File: src/rtl/isa_pkg.sv
// Shared ISA definitions for the downsampling processor: opcodes, sequencer
// state encoding and default widths used by the sequencer and datapath.
package isa_pkg;

  localparam int DEF_ADDR_W  = 12;
  localparam int DEF_INSTR_W = 16;
  localparam int DEF_STACK_D = 4;

  localparam logic [3:0] OP_JMP   = 4'h1;
  localparam logic [3:0] OP_JMPZ  = 4'h2;
  localparam logic [3:0] OP_JMPNZ = 4'h3;
  localparam logic [3:0] OP_CALL  = 4'h4;
  localparam logic [3:0] OP_RET   = 4'h5;
  localparam logic [3:0] OP_HALT  = 4'hF;

  typedef enum logic [2:0] {
    ST_IDLE   = 3'd0,
    ST_FETCH  = 3'd1,
    ST_DECODE = 3'd2,
    ST_EXEC   = 3'd3,
    ST_HALT   = 3'd4
  } state_t;

  // Opcodes resolved entirely by the sequencer; everything else goes to the datapath.
  function automatic logic is_ctrl_op(input logic [3:0] op);
    logic res;
    case (op)
      OP_JMP, OP_JMPZ, OP_JMPNZ, OP_CALL, OP_RET, OP_HALT: res = 1'b1;
      default: res = 1'b0;
    endcase
    return res;
  endfunction

endpackage

File: src/rtl/return_stack.sv
// LIFO of return addresses for CALL/RET. Push and pop are ignored when the
// stack is full or empty respectively; the caller reports those as errors.
module return_stack
  import isa_pkg::*;
#(
  parameter int STACK_D = DEF_STACK_D,
  parameter int ADDR_W  = DEF_ADDR_W
) (
  input  logic              clk,
  input  logic              rst_n,
  input  logic              clr,
  input  logic              push,
  input  logic              pop,
  input  logic [ADDR_W-1:0] push_data,
  output logic              full,
  output logic              empty,
  output logic [ADDR_W-1:0] top
);

  localparam int PTR_W = $clog2(STACK_D);

  logic [PTR_W:0]    r_sp;
  logic [ADDR_W-1:0] r_mem [STACK_D];
  logic [PTR_W-1:0]  w_top_idx;

  // Occupancy flags and the entry a RET would return to.
  always_comb begin
    full      = (r_sp == (PTR_W+1)'(STACK_D));
    empty     = (r_sp == {(PTR_W+1){1'b0}});
    w_top_idx = r_sp[PTR_W-1:0] - PTR_W'(1'b1);
    top       = r_mem[w_top_idx];
  end

  // Stack pointer: counts valid entries.
  always_ff @(posedge clk or negedge rst_n) begin
    if (!rst_n) begin
      r_sp <= '0;
    end else if (clr) begin
      r_sp <= '0;
    end else if (push && !full) begin
      r_sp <= r_sp + (PTR_W+1)'(1'b1);
    end else if (pop && !empty) begin
      r_sp <= r_sp - (PTR_W+1)'(1'b1);
    end
  end

  // Entry storage, written at the current pointer on push.
  always_ff @(posedge clk or negedge rst_n) begin
    if (!rst_n) begin
      for (int i = 0; i < STACK_D; i++) begin
        r_mem[i] <= '0;
      end
    end else if (push && !full && !clr) begin
      r_mem[r_sp[PTR_W-1:0]] <= push_data;
    end
  end

endmodule

File: src/rtl/instr_sequencer.sv
// Fetch/decode/execute controller: owns the PC, drives instruction fetch,
// resolves jumps/branches/calls and hands other opcodes to the datapath.
module instr_sequencer
  import isa_pkg::*;
#(
  parameter int ADDR_W  = DEF_ADDR_W,
  parameter int INSTR_W = DEF_INSTR_W,
  parameter int STACK_D = DEF_STACK_D
) (
  input  logic               clk,
  input  logic               rst_n,
  input  logic               start,
  output logic               imem_req,
  output logic [ADDR_W-1:0]  imem_addr,
  input  logic               imem_ready,
  input  logic [INSTR_W-1:0] imem_rdata,
  input  logic               alu_zero,
  output logic               exec_start,
  input  logic               exec_done,
  output logic [INSTR_W-1:0] ir,
  output logic [ADDR_W-1:0]  pc,
  output logic               halted,
  output logic               err
);

  state_t             r_state;
  logic [ADDR_W-1:0]  r_pc;
  logic [INSTR_W-1:0] r_ir;
  logic               r_halted;
  logic               r_err;

  logic [3:0]         w_opcode;
  logic [ADDR_W-1:0]  w_target;
  logic [ADDR_W-1:0]  w_pc_inc;
  logic               w_push;
  logic               w_pop;
  logic               w_clr;
  logic               w_exec_start;
  logic               w_full;
  logic               w_empty;
  logic [ADDR_W-1:0]  w_top;

  assign w_opcode = r_ir[INSTR_W-1 -: 4];
  assign w_target = r_ir[ADDR_W-1:0];
  assign w_pc_inc = r_pc + ADDR_W'(1'b1);

  // Decode-cycle controls for the stack and datapath launch.
  always_comb begin
    w_push       = 1'b0;
    w_pop        = 1'b0;
    w_exec_start = 1'b0;
    w_clr        = 1'b0;
    if (r_state == ST_DECODE) begin
      w_push       = (w_opcode == OP_CALL) && !w_full;
      w_pop        = (w_opcode == OP_RET) && !w_empty;
      w_exec_start = !is_ctrl_op(w_opcode);
    end else begin
      w_clr = start && ((r_state == ST_IDLE) || (r_state == ST_HALT));
    end
  end

  return_stack #(
    .STACK_D (STACK_D),
    .ADDR_W  (ADDR_W)
  ) u_return_stack (
    .clk       (clk),
    .rst_n     (rst_n),
    .clr       (w_clr),
    .push      (w_push),
    .pop       (w_pop),
    .push_data (w_pc_inc),
    .full      (w_full),
    .empty     (w_empty),
    .top       (w_top)
  );

  // Main sequencing FSM with registered pc/ir/status.
  always_ff @(posedge clk or negedge rst_n) begin
    if (!rst_n) begin
      r_state  <= ST_IDLE;
      r_pc     <= '0;
      r_ir     <= '0;
      r_halted <= 1'b0;
      r_err    <= 1'b0;
    end else begin
      case (r_state)
        ST_IDLE: begin
          if (start) begin
            r_state <= ST_FETCH;
            r_pc    <= '0;
            r_err   <= 1'b0;
          end
        end
        ST_FETCH: begin
          if (imem_ready) begin
            r_ir    <= imem_rdata;
            r_state <= ST_DECODE;
          end
        end
        ST_DECODE: begin
          case (w_opcode)
            OP_JMP: begin
              r_pc    <= w_target;
              r_state <= ST_FETCH;
            end
            OP_JMPZ: begin
              r_pc    <= alu_zero ? w_target : w_pc_inc;
              r_state <= ST_FETCH;
            end
            OP_JMPNZ: begin
              r_pc    <= alu_zero ? w_pc_inc : w_target;
              r_state <= ST_FETCH;
            end
            OP_CALL: begin
              if (!w_full) begin
                r_pc    <= w_target;
                r_state <= ST_FETCH;
              end else begin
                r_err    <= 1'b1;
                r_halted <= 1'b1;
                r_state  <= ST_HALT;
              end
            end
            OP_RET: begin
              if (!w_empty) begin
                r_pc    <= w_top;
                r_state <= ST_FETCH;
              end else begin
                r_err    <= 1'b1;
                r_halted <= 1'b1;
                r_state  <= ST_HALT;
              end
            end
            OP_HALT: begin
              r_halted <= 1'b1;
              r_state  <= ST_HALT;
            end
            default: begin
              r_state <= ST_EXEC;
            end
          endcase
        end
        ST_EXEC: begin
          if (exec_done) begin
            r_pc    <= w_pc_inc;
            r_state <= ST_FETCH;
          end
        end
        ST_HALT: begin
          if (start) begin
            r_pc     <= '0;
            r_err    <= 1'b0;
            r_halted <= 1'b0;
            r_state  <= ST_FETCH;
          end
        end
        default: begin
          r_halted <= 1'b0;
          r_state  <= ST_IDLE;
        end
      endcase
    end
  end

  assign imem_req   = (r_state == ST_FETCH);
  assign imem_addr  = r_pc;
  assign exec_start = w_exec_start;
  assign ir         = r_ir;
  assign pc         = r_pc;
  assign halted     = r_halted;
  assign err        = r_err;

endmodule

File: config.mk
export PLATFORM = sky130hd
export DESIGN_NAME = instr_sequencer
export DESIGN_NICKNAME = d
export VERILOG_FILES = /design/src/rtl/isa_pkg.sv /design/src/rtl/return_stack.sv /design/src/rtl/instr_sequencer.sv
export SDC_FILE = /design/constraint.sdc
export NUM_CORES = 1
export LEC_CHECK = 0
export ABC_AREA = 0
export BUFFER_PORTS_ARGS = -buffer_cell sky130_fd_sc_hd__buf_2
export CAP_MARGIN = 20
export CORE_AREA = 2 2 102 144
export DETAILED_ROUTE_END_ITERATION = 8
export DIE_AREA = 0 0 104 146
export GPL_ROUTABILITY_DRIVEN = 0
export SYNTH_ARGS = -nofsm -noshare
export SYNTH_HDL_FRONTEND = slang
export SYNTH_SLANG_ARGS = --single-unit
export TNS_END_PERCENT = 5
File: constraint.sdc
create_clock -name clk -period 2.33 [get_ports clk]
set_input_delay 0.466 -clock clk [delete_from_list [all_inputs] [get_ports clk]]
set_output_delay 0.466 -clock clk [all_outputs]
set_load 0.1 [all_outputs]
Word level (Yosys, flattened, before mapping)
Cells that the tools add are included. Widths: inputs -> output; s select.

Flip-flop bits (word level): 84. Output and inout port bits: 44.

Add/sub/neg operators: 4. Order comparisons: 3. Eq/ne operators: 22. Muxes and demuxes: 37. Bitwise logic cells: 3. Reductions and logical operators: 26.

Operators by type and width (number): $mux 12 (9); $pmux 12 s5 (1); $bwmux 48 (1); $pmux 12 s3 (1); $bmux 12 s2 (1); $demux 12 s2 (1); $mux 3 (8); $pmux 3 s4 (2); $add 12x1->12 const B (1); $reduce_and 5->1 (2); $mux 1 (9); $eq 4x2->1 const B (2); $eq 4x3->1 const B (2); $logic_and 1x1->1 (7); $eq 3x2->1 const B (2); $eq 3x3->1 const B (2); $ge 3x3->1 const B (2); $logic_not 3->1 (2); $ne 3x2->1 const B (2); $ne 3x3->1 const B (2); $ne 6x1->1 const B (1); $not 2->3 (2); $pmux 1 s3 (2); $reduce_and 6->1 (1); other kinds (22) (30).

Logic depth before layout (Yosys ltp)
Gate-level depths: netlist of run 1.

Depth after elaboration: 8. Depth in mapped cells: 11. Mapped depth without buffers: 8.

Modules after synthesis
From an unflattened synthesis of run 1, not the netlist that was laid out.

Cell total of the unflattened synthesis: 370. Area total of the unflattened synthesis: 4625.7 sq um.

Modules (own cells, without submodules): return_stack (instances 1, cells an instance 157, area an instance 2570.0 sq um); instr_sequencer (instances 1, cells an instance 213, area an instance 2055.7 sq um).

Least setup slack after synthesis of run 1
Ideal clock, no wire load.

Path kind: reg2reg. Start point: register r_state[2]. End point: register r_ir[4], in the netlist ir[4]. Library setup time: 126 ps. Data arrival time: 3709 ps. Required time: 2204 ps. Slack: -1505 ps. Stages on the path, launching flop included: 6. Path buffers: 2. Period minus slack after synthesis: 3835 ps. Path through: dfrtp_1 nor3b_1 and2_1 buf_4 buf_4 mux2_2.

Longest elaborated chain between the ends: 2.

Ends and longest elaborated chain: start: declaration (RTL line instr_sequencer.sv:26) `state_t r_state;`; start signal: assignment (RTL line instr_sequencer.sv:80) `r_state <= ST_IDLE;`; start signal: assignment (RTL line instr_sequencer.sv:89) `r_state <= ST_FETCH;`; start signal: assignment (RTL line instr_sequencer.sv:97) `r_state <= ST_DECODE;`; $eq 3x1->1; named net imem_req (RTL line instr_sequencer.sv:13) `output logic imem_req,`; $reduce_and 2->1 (no line); end signal: assignment (RTL line instr_sequencer.sv:96) `r_ir <= imem_rdata;`; end: declaration (RTL line instr_sequencer.sv:28) `logic [INSTR_W-1:0] r_ir;`.

The timed path passes the listed nets, and every way through them passes these cells. A chain may end at the register's enable or synchronous reset.

Final worst setup path of run 1
Start point: register r_state[2]. End point: output port exec_start.

Longest elaborated chain between the ends: 2.

Ends and longest elaborated chain: $eq 3x2->1 (RTL line instr_sequencer.sv:53) `if (r_state == ST_DECODE) begin`; $mux 1 (RTL line instr_sequencer.sv:53); end: declaration (RTL line instr_sequencer.sv:18) `output logic exec_start,`.

Every way passes these cells.

==> results of run 1 <==
## final cells by class
type | count | share of cell area, %
multi-input combinational | 323 | 42.2
clock inverter | 7 | 1.36
tap | 185 | 4.13
timing repair buffer | 93 | 10.1
clock buffer | 9 | 4.02
inverter | 9 | 0.603
sequential | 84 | 37.6
## what timing repair did
item / in CTS / in global routing
setup buffers: 0 / 2
hold endpoints to repair: 0 / 0
pin swaps: 0 / 1
setup endpoints to repair: 1 / 1
gates resized for setup: 2 / 2
## cell usage after synthesis (5+ instances only)
library cell	n	share of area (%)
o21ai_1	7	0.73
a21oi_1	37	3.9
buf_6	8	1.9
mux4_1	7	3.8
o21ai_0	41	4.3
ha_1	5	1.3
buf_4	19	3.0
inv_1	9	0.70
mux2_2	18	4.2
dfrtp_1	84	44
o22ai_1	9	1.2
nand2_1	52	4.1
xnor2_1	10	1.8
mux4_2	5	2.3
xor2_1	6	1.1
nand3_1	7	0.73
a22oi_1	6	0.94
nor2_1	30	2.3
buf_2	11	1.1
## layer usage
metal	vias to the layer above	track usage (%)	part of all wire (%)
met5	-	0	0
met4	0	10.0	4.9
met3	35	2.64	4.2
met2	128	30.8	52
met1	1864	20.7	39
li1	1787	-	-
## how the worst max path moves through the flow
stage,from,endpoint,slack [ns]
5_1_grt,u_return_stack.r_sp[1]$_DFFE_PN0P_,imem_addr[9]$_DFFE_PN0P_,0.003
4_1_cts,r_state[1]$_DFFE_PN0P_,exec_start,0.03
6_report,r_state[2]$_DFFE_PN0P_,exec_start,0.1
3_5_place_dp,u_return_stack.r_sp[1]$_DFFE_PN0P_,imem_addr[9]$_DFFE_PN0P_,0.20
3_3_place_gp,u_return_stack.r_sp[1]$_DFFE_PN0P_,imem_addr[2]$_DFFE_PN0P_,0.26
2_1_floorplan,ir[14]$_DFFE_PN0P_,exec_start,-0.29
## metrics by stage
step	setup WS, ns	TNS (ns)	cells
2_1_floorplan	-0.294	-0.610	459
5_1_grt	0.00258	0	710
6_report	0.0976	0	710
3_3_place_gp	0.259	0	692
4_1_cts	0.0315	0	708
3_5_place_dp	0.202	0	692
## sequential cells by signal (all words and copies together) (netlist names)
signal	count
u_return_stack.r_mem	48
ir	16
imem_addr	12
r_state	3
u_return_stack.r_sp	3
err	1
halted	1
## cell usage in the layout (no fill, tap or decap), types with 5 or more instances in the layout
master     Yosys  layout
mux2_2        18      18
dfrtp_1       84      80
xor2_1         6       6
o22ai_1        9       9
a22oi_1        6       6
mux4_1         7       7
nor2_1        30      30
nand2_1       52      52
a21oi_1       37      36
buf_4         19      28
xnor2_1       10      10
buf_2         11      63
o21ai_0       41      41
o21ai_1        7       7
clkbuf_16      0       9
inv_1          9       9
mux4_2         5       5
nand3_1        7       7
ha_1           5       5
## logic make-up (layout without fill, tap and decap cells)
logic type	after synthesis	after routing	synth area share, %
muxes	34	34	11.4
and+or+nand+nor	133	133	15.0
xor gates and xnor gates	16	16	2.92
AOI/OAI and AO/OA	134	134	17.7
buffers and inverters	52	118	7.42
DFF	84	84	43.9
adders and majority gates	6	6	1.72
## worst max-delay path, cell delays in order, from the launching register on
cell     delay (ns)
dfrtp_1        0.51
nor3b_4        0.31
o21ai_0        0.20
a21oi_4        0.21
buf_12         0.20
==> flow_summary.json, run 1 <==
{
  "status": "completed",
  "crit_arrival_ns": 1.77,
  "hpwl_mm": 9.80,
  "clock_latency_ns": 0.35,
  "r2r_cells": 8,
  "diodes": 0,
  "async_flop_share_pct": 100,
  "max_freq_mhz": 448,
  "max_slew_margin_pct": 48.6,
  "antenna_found_initial": 0,
  "clkSinkCount": 84,
  "ys_types": 67,
  "die_width_um": 104,
  "h-tree-depth": 3,
  "start_util_pct": 34.8,
  "fin_util_pct": 40.7,
  "setup.worst_path.end_class": "output port",
  "syn_inst": 459,
  "fin_nets": 548,
  "cp_max_fo": 9,
  "yosys_warnings": 0,
  "rows": 51,
  "required_ns": 1.86,
  "gr-total-overflow": 0,
  "io_pins": 66,
  "finalClockSkew_ns": 0.00968,
  "die_h_um": 146,
  "synth_flop_cell": "dfrtp_1",
  "first_pass_iters": 4,
  "synth_edf_count": 0,
  "seq_area_mm2": 0.00211,
  "drc_errors": 0,
  "grt_pass1_wl_mm": 21.2,
  "drive_gt1_share_pct": 30.9,
  "timing.final.crit_share_pct": 95.8,
  "stdcell_area_mm2": 0.00560,
  "timing.rr.end": "imem_addr[9]$_DFFE_PN0P_",
  "wl_mm": 13.1,
  "via_per_inst": 5.37,
  "vias": 3814,
  "cap_viol_max_count": 0,
  "fillers": 1374,
  "hold_viol_final": 0,
  "hold_buffers": 0,
  "coreArea_mm2": 0.0138,
  "postSynthAreaPerCell_um2": 10.4,
  "setup_viol": 0,
  "clk_path_buf_depth": 2,
  "place_area_mm2": 0.00528,
  "ys_ff_latch": 84,
  "routedWlPerCell_um": 18.5,
  "synth_seq_area_share_pct": 43.9,
  "hold_path.class": "in -> async",
  "start_kind": "register",
  "cts_tree": "built",
  "grt_pass1_vias": 3809,
  "dr.first_iter.drc_count": 180,
  "clk_pin_slew_ns": 0.07,
  "ant_nets": 0,
  "cts-root-buf": "clkbuf_16",
  "finalMaxSlewViolations": 0,
  "multi_input_area_mm2": 0.00236,
  "grt.total_usage_pct": 17.7,
  "syn_area_mm2": 0.00479,
  "grt_max_degree": 45,
  "port-buffer-count": 65,
  "post-route-min-period_ns": 2.23,
  "regToRegStartpoint": "u_return_stack.r_sp[1]$_DFFE_PN0P_",
  "crit_type": "reg -> out",
  "rsz0062_at_grt": "false",
  "cts_buffers": 9,
  "tightest_slew_ns": 0.763,
  "syn_nets": 487,
  "die_area_mm2": 0.0152,
  "area_growth_pct": 16.9,
  "reg2reg_setup_slack_ns": 0.16,
  "worst_hold_slack_ns": 0.0468
}
Power of run 1 is left out: the tool's default activity adds up to more than one toggle a clock period on the data nets, which glitch-free logic cannot reach.
==> inputs of run 2 (changes only) <==
--- a/config.mk
+++ b/config.mk
@@ -8,9 +8,9 @@
 export ABC_AREA = 0
 export BUFFER_PORTS_ARGS = -buffer_cell sky130_fd_sc_hd__buf_2
 export CAP_MARGIN = 20
-export CORE_AREA = 2 2 102 144
+export CORE_AREA = 10 10 110 152
 export DETAILED_ROUTE_END_ITERATION = 8
-export DIE_AREA = 0 0 104 146
+export DIE_AREA = 0 0 120 162
 export GPL_ROUTABILITY_DRIVEN = 0
 export SYNTH_ARGS = -nofsm -noshare
 export SYNTH_HDL_FRONTEND = slang
==> flow_summary.json, run 2 (same netlist as run 1, synthesis figures left out) <==
{
  "post-place-cells": 690,
  "max_stage_delay_ns": 0.47,
  "antenna_found_initial": 0,
  "clk_path_buf_depth": 2,
  "start_kind": "register",
  "timing.critical_path.buf_inv": 2,
  "cap_viol_max_count": 0,
  "critPathTopFamily": "flip-flops",
  "io_pins": 66,
  "finalMaxSlewViolations": 0,
  "cts-root-buf": "clkbuf_16",
  "cts_tree": "built",
  "diodes": 0,
  "hold_path.class": "in -> async",
  "routedWlPerCell_um": 19.1,
  "h-tree-depth": 3,
  "clk_pin_slew_ns": 0.07,
  "die_area_mm2": 0.0194,
  "hold_viol_final": 0,
  "dr.first_iter.drc_count": 285,
  "coreArea_mm2": 0.0138,
  "tightest_slew_ns": 0.630,
  "grt_pass1_wl_mm": 21.6,
  "ant_nets": 0,
  "rsz0062_at_grt": "false",
  "max_freq_mhz": 452,
  "largest_reg_flops": 48,
  "crit_type": "reg -> out",
  "setup.worst_path.end_class": "output port",
  "top_register": "u_return_stack.r_mem",
  "fin_util_pct": 40.3,
  "slowest_stage": "dfrtp_1",
  "die_h_um": 162,
  "finalClockSkew_ns": 0.0112,
  "drive_gt1_share_pct": 30.5,
  "port-buffer-count": 65,
  "layout_common_cells": "81 x dfrtp_1, 63 x buf_2, 52 x nand2_1, 40 x o21ai_0, 36 x a21oi_1",
  "grt_max_degree": 64,
  "start_util_pct": 34.6,
  "crit_arrival_ns": 1.75,
  "required_ns": 1.86,
  "area_growth_pct": 16.4,
  "cts_buffers": 9,
  "timing.rr.end": "imem_addr[9]$_DFFE_PN0P_",
  "via_per_inst": 5.43,
  "fin_nets": 545,
  "gr-total-overflow": 0,
  "hpwl_mm": 10.2,
  "timing.final.crit_share_pct": 94.9,
  "reg2reg_setup_slack_ns": 0.19,
  "status": "completed",
  "fin_cells": 707,
  "clock_latency_ns": 0.35,
  "final_common_cell": "dfrtp_1",
  "regToRegStartpoint": "u_return_stack.r_sp[1]$_DFFE_PN0P_",
  "grt_pass1_vias": 3893,
  "timing.final.ws_setup_ns": 0.118,
  "max_slew_margin_pct": 57.5,
  "grt.total_usage_pct": 14.0,
  "drc_errors": 0,
  "hold_buffers": 0,
  "vias": 3836,
  "die_width_um": 120,
  "wl_mm": 13.5,
  "rows": 51,
  "post-route-min-period_ns": 2.21,
  "crit_path_cell_trace": "buf_4 > xnor2_1 > o21ai_1 > a21oi_4 > buf_12",
  "cp_max_fo": 9,
  "r2r_cells": 8,
  "first_pass_iters": 7,
  "setup_viol": 0,
  "clkSinkCount": 84,
  "dp_slack_ns": 0.190
}
run 2: changes by cell type in the layout (fill, tap and decap cells not counted):
cell / before / now
inv_6: 1 / 2
o21ai_1: 7 / 8
ha_2: 0 / 1
dfrtp_2: 4 / 3
ha_1: 5 / 4
buf_4: 28 / 25
o21ai_0: 41 / 40
inv_8: 3 / 2
dfrtp_1: 80 / 81
run 2: area by class of cell:
type	count	area, um2
flip-flops and latches	84	2110
multi-input cells	323	2370
clock inverters	7	73.8
clock buffers	9	225
repair buffers	90	543
fillers	1349	8270
inverters	9	33.8
well taps	185	231
run 2: per-stage QoR:
step	instance area, um2	hold WS, ns	setup TNS (ns)
2_1_floorplan	4820	0.170	-0.610
3_3_place_gp	5260	0.387	0
6_report	5580	0.0192	0
4_1_cts	5570	0.0273	0
5_1_grt	5580	0.0309	0
3_5_place_dp	5260	0.398	0
run 2: per-layer routing:
layer	wire length [um]	part of all wire [%]	GRT usage [%]
met1	5180	38	15.0
met2	7120	53	25.2
met3	619	4.6	2.85
met4	570	4.2	7.43
met5	0	0	0
run 2: worst max path at each step:
stage	start	endpoint	slack, ns	depth (start not counted)
after floorplan	ir[14]$_DFFE_PN0P_	exec_start	-0.29	4
after global placement	r_state[1]$_DFFE_PN0P_	u_return_stack.r_mem[23]$_DFFE_PN0P_	0.24	6
after detailed placement	r_state[1]$_DFFE_PN0P_	u_return_stack.r_mem[18]$_DFFE_PN0P_	0.19	6
after CTS	r_state[0]$_DFFE_PN0P_	exec_start	0.02	4
after global routing	u_return_stack.r_sp[1]$_DFFE_PN0P_	imem_addr[9]$_DFFE_PN0P_	0.02	8
final	ir[14]$_DFFE_PN0P_	exec_start	0.12	5
run 2: worst register-to-register path, stage by stage, from the launching register on:
cell and delay (ns):
dfrtp_1 0.42, inv_1 0.15, ha_2 0.24, nand2_1 0.08, a211o_1 0.33, nand4_1 0.23, buf_4 0.22, a21oi_1 0.09
o41ai_2 0.28
run 2: what timing repair did:
action / in CTS / in global routing
resized for setup: 2 / 3
setup buffers: 0 / 1
pin swaps: 0 / 1
setup endpoints to repair: 1 / 2
Power of run 2 is left out for the same reason.
==> inputs of run 3 (changes only) <==
--- a/config.mk
+++ b/config.mk
@@ -12,6 +12,7 @@
 export DETAILED_ROUTE_END_ITERATION = 8
 export DIE_AREA = 0 0 120 162
 export GPL_ROUTABILITY_DRIVEN = 0
+export REMOVE_ABC_BUFFERS = 1
 export SYNTH_ARGS = -nofsm -noshare
 export SYNTH_HDL_FRONTEND = slang
 export SYNTH_SLANG_ARGS = --single-unit
==> flow_summary.json, run 3 (same netlist as run 1, synthesis figures left out) <==
{
  "required_ns": 1.86,
  "fillers": 1374,
  "finalClockSkew_ns": 0.0108,
  "rows": 51,
  "antenna_found_initial": 0,
  "grt_pass1_vias": 3906,
  "diodes": 0,
  "critPathTopFamily": "flip-flops",
  "seq_area_mm2": 0.00210,
  "hold_viol_final": 0,
  "wl_mm": 13.3,
  "max_slew_margin_pct": 61.5,
  "die_area_mm2": 0.0194,
  "timing.final.ws_setup_ns": 0.108,
  "drive_gt1_share_pct": 29.1,
  "io_pins": 66,
  "gr-total-overflow": 0,
  "max_stage_delay_ns": 0.46,
  "area_growth_pct": 16.1,
  "multi_input_area_mm2": 0.00235,
  "timing.rr.end": "u_return_stack.r_mem[34]$_DFFE_PN0P_",
  "port-buffer-count": 65,
  "clk_path_buf_depth": 2,
  "h-tree-depth": 3,
  "crit_path_cell_trace": "nor3b_4 > o21ai_0 > a21oi_2 > buf_12",
  "dr.first_iter.drc_count": 244,
  "timing.critical_path.buf_inv": 1,
  "cap_viol_max_count": 0,
  "status": "completed",
  "reg2reg_setup_slack_ns": 0.18,
  "first_pass_iters": 5,
  "via_per_inst": 5.43,
  "finalMaxSlewViolations": 0,
  "grt.total_usage_pct": 13.8,
  "hpwl_mm": 9.82,
  "layout_common_cells": "82 x dfrtp_1, 62 x buf_2, 52 x nand2_1, 41 x o21ai_0, 36 x a21oi_1",
  "fin_cells": 701,
  "setup.worst_path.end_class": "output port",
  "start_kind": "register",
  "fin_nets": 539,
  "drc_errors": 0,
  "post-route-min-period_ns": 2.22,
  "die_h_um": 162,
  "max_freq_mhz": 450,
  "slowest_stage": "dfrtp_1",
  "crit_arrival_ns": 1.76,
  "die_width_um": 120,
  "cp.depth": 4,
  "grt_pass1_wl_mm": 21.5,
  "clk_pin_slew_ns": 0.06,
  "cts_buffers": 9,
  "vias": 3805,
  "top_register": "u_return_stack.r_mem",
  "post-cts-setup-buffers": 0,
  "final_common_cell": "dfrtp_1",
  "largest_reg_flops": 48,
  "dp_slack_ns": 0.212,
  "r2r_cells": 6,
  "setup_viol": 0,
  "cts-root-buf": "clkbuf_16",
  "coreArea_mm2": 0.0138,
  "cts_tree": "built",
  "timing.final.crit_share_pct": 95.3,
  "grt_max_degree": 37,
  "rsz0062_at_grt": "true",
  "crit_type": "reg -> out",
  "regToRegStartpoint": "imem_addr[0]$_DFFE_PN0P_",
  "post-place-cells": 685,
  "ant_nets": 0,
  "routedWlPerCell_um": 19.0,
  "clkSinkCount": 84,
  "hold_path.class": "in -> async",
  "tightest_slew_ns": 0.577,
  "cp_max_fo": 8,
  "start_util_pct": 34.6,
  "clock_latency_ns": 0.34
}
==> run 3: worst max-delay path by stage <==
stage,start,to,slack (ns)
after global routing,r_state[1]$_DFFE_PN0P_,exec_start,-0.007
final,r_state[1]$_DFFE_PN0P_,exec_start,0.11
after global placement,u_return_stack.r_sp[1]$_DFFE_PN0P_,imem_addr[3]$_DFFE_PN0P_,0.26
after CTS,r_state[2]$_DFFE_PN0P_,exec_start,0.02
after floorplan,r_state[0]$_DFFE_PN0P_,ir[14]$_DFFE_PN0P_,-1.72
after detailed placement,u_return_stack.r_sp[1]$_DFFE_PN0P_,imem_addr[3]$_DFFE_PN0P_,0.21
==> run 3: layout make-up <==
type / count / share of cell area (%)
multi-input combinational: 323 / 42.2
sequential: 84 / 37.8
timing repair buffer: 84 / 9.22
clock buffer: 11 / 4.54
tap: 185 / 4.16
clock inverter: 5 / 1.48
inverter: 9 / 0.607
==> run 3: stage by stage <==
step	instance area, um2	utilization, %	TNS, ns	hold WS, ns
2_1_floorplan	4470	-	-55.47	0.170
4_1_cts	5560	40.1	0	0.126
5_1_grt	5560	40.2	-0.00735	0.145
3_5_place_dp	5210	37.6	0	0.466
3_3_place_gp	5210	37.6	0	0.454
6_report	5560	40.2	0	0.109
==> run 3: worst register-to-register path, delay by kind of cell, from the launching register on <==
kind,cells,cell delay [ns]
AO/OA/AOI/OAI,1,0.16
flip-flops,1,0.62
XOR/XNOR,1,0.37
adder cells (fa/ha/maj),1,0.35
AND/OR/NAND/NOR,3,0.51
==> run 3: layer usage <==
metal	routed length (um)	part of all wire, %	track usage [%]
met5	0	0	0
met4	215	1.6	5.28
met3	744	5.6	2.74
met2	6690	50	23.0
met1	5690	43	17.1
==> run 3: timing repair <==
action | CTS | global route
resized for setup | 2 | 5
pin swaps | 0 | 1
endpoints found under the setup margin | 1 | 3
hold buffers | 0 | 0
cloned | 0 | 0
Power of run 3 is left out for the same reason.
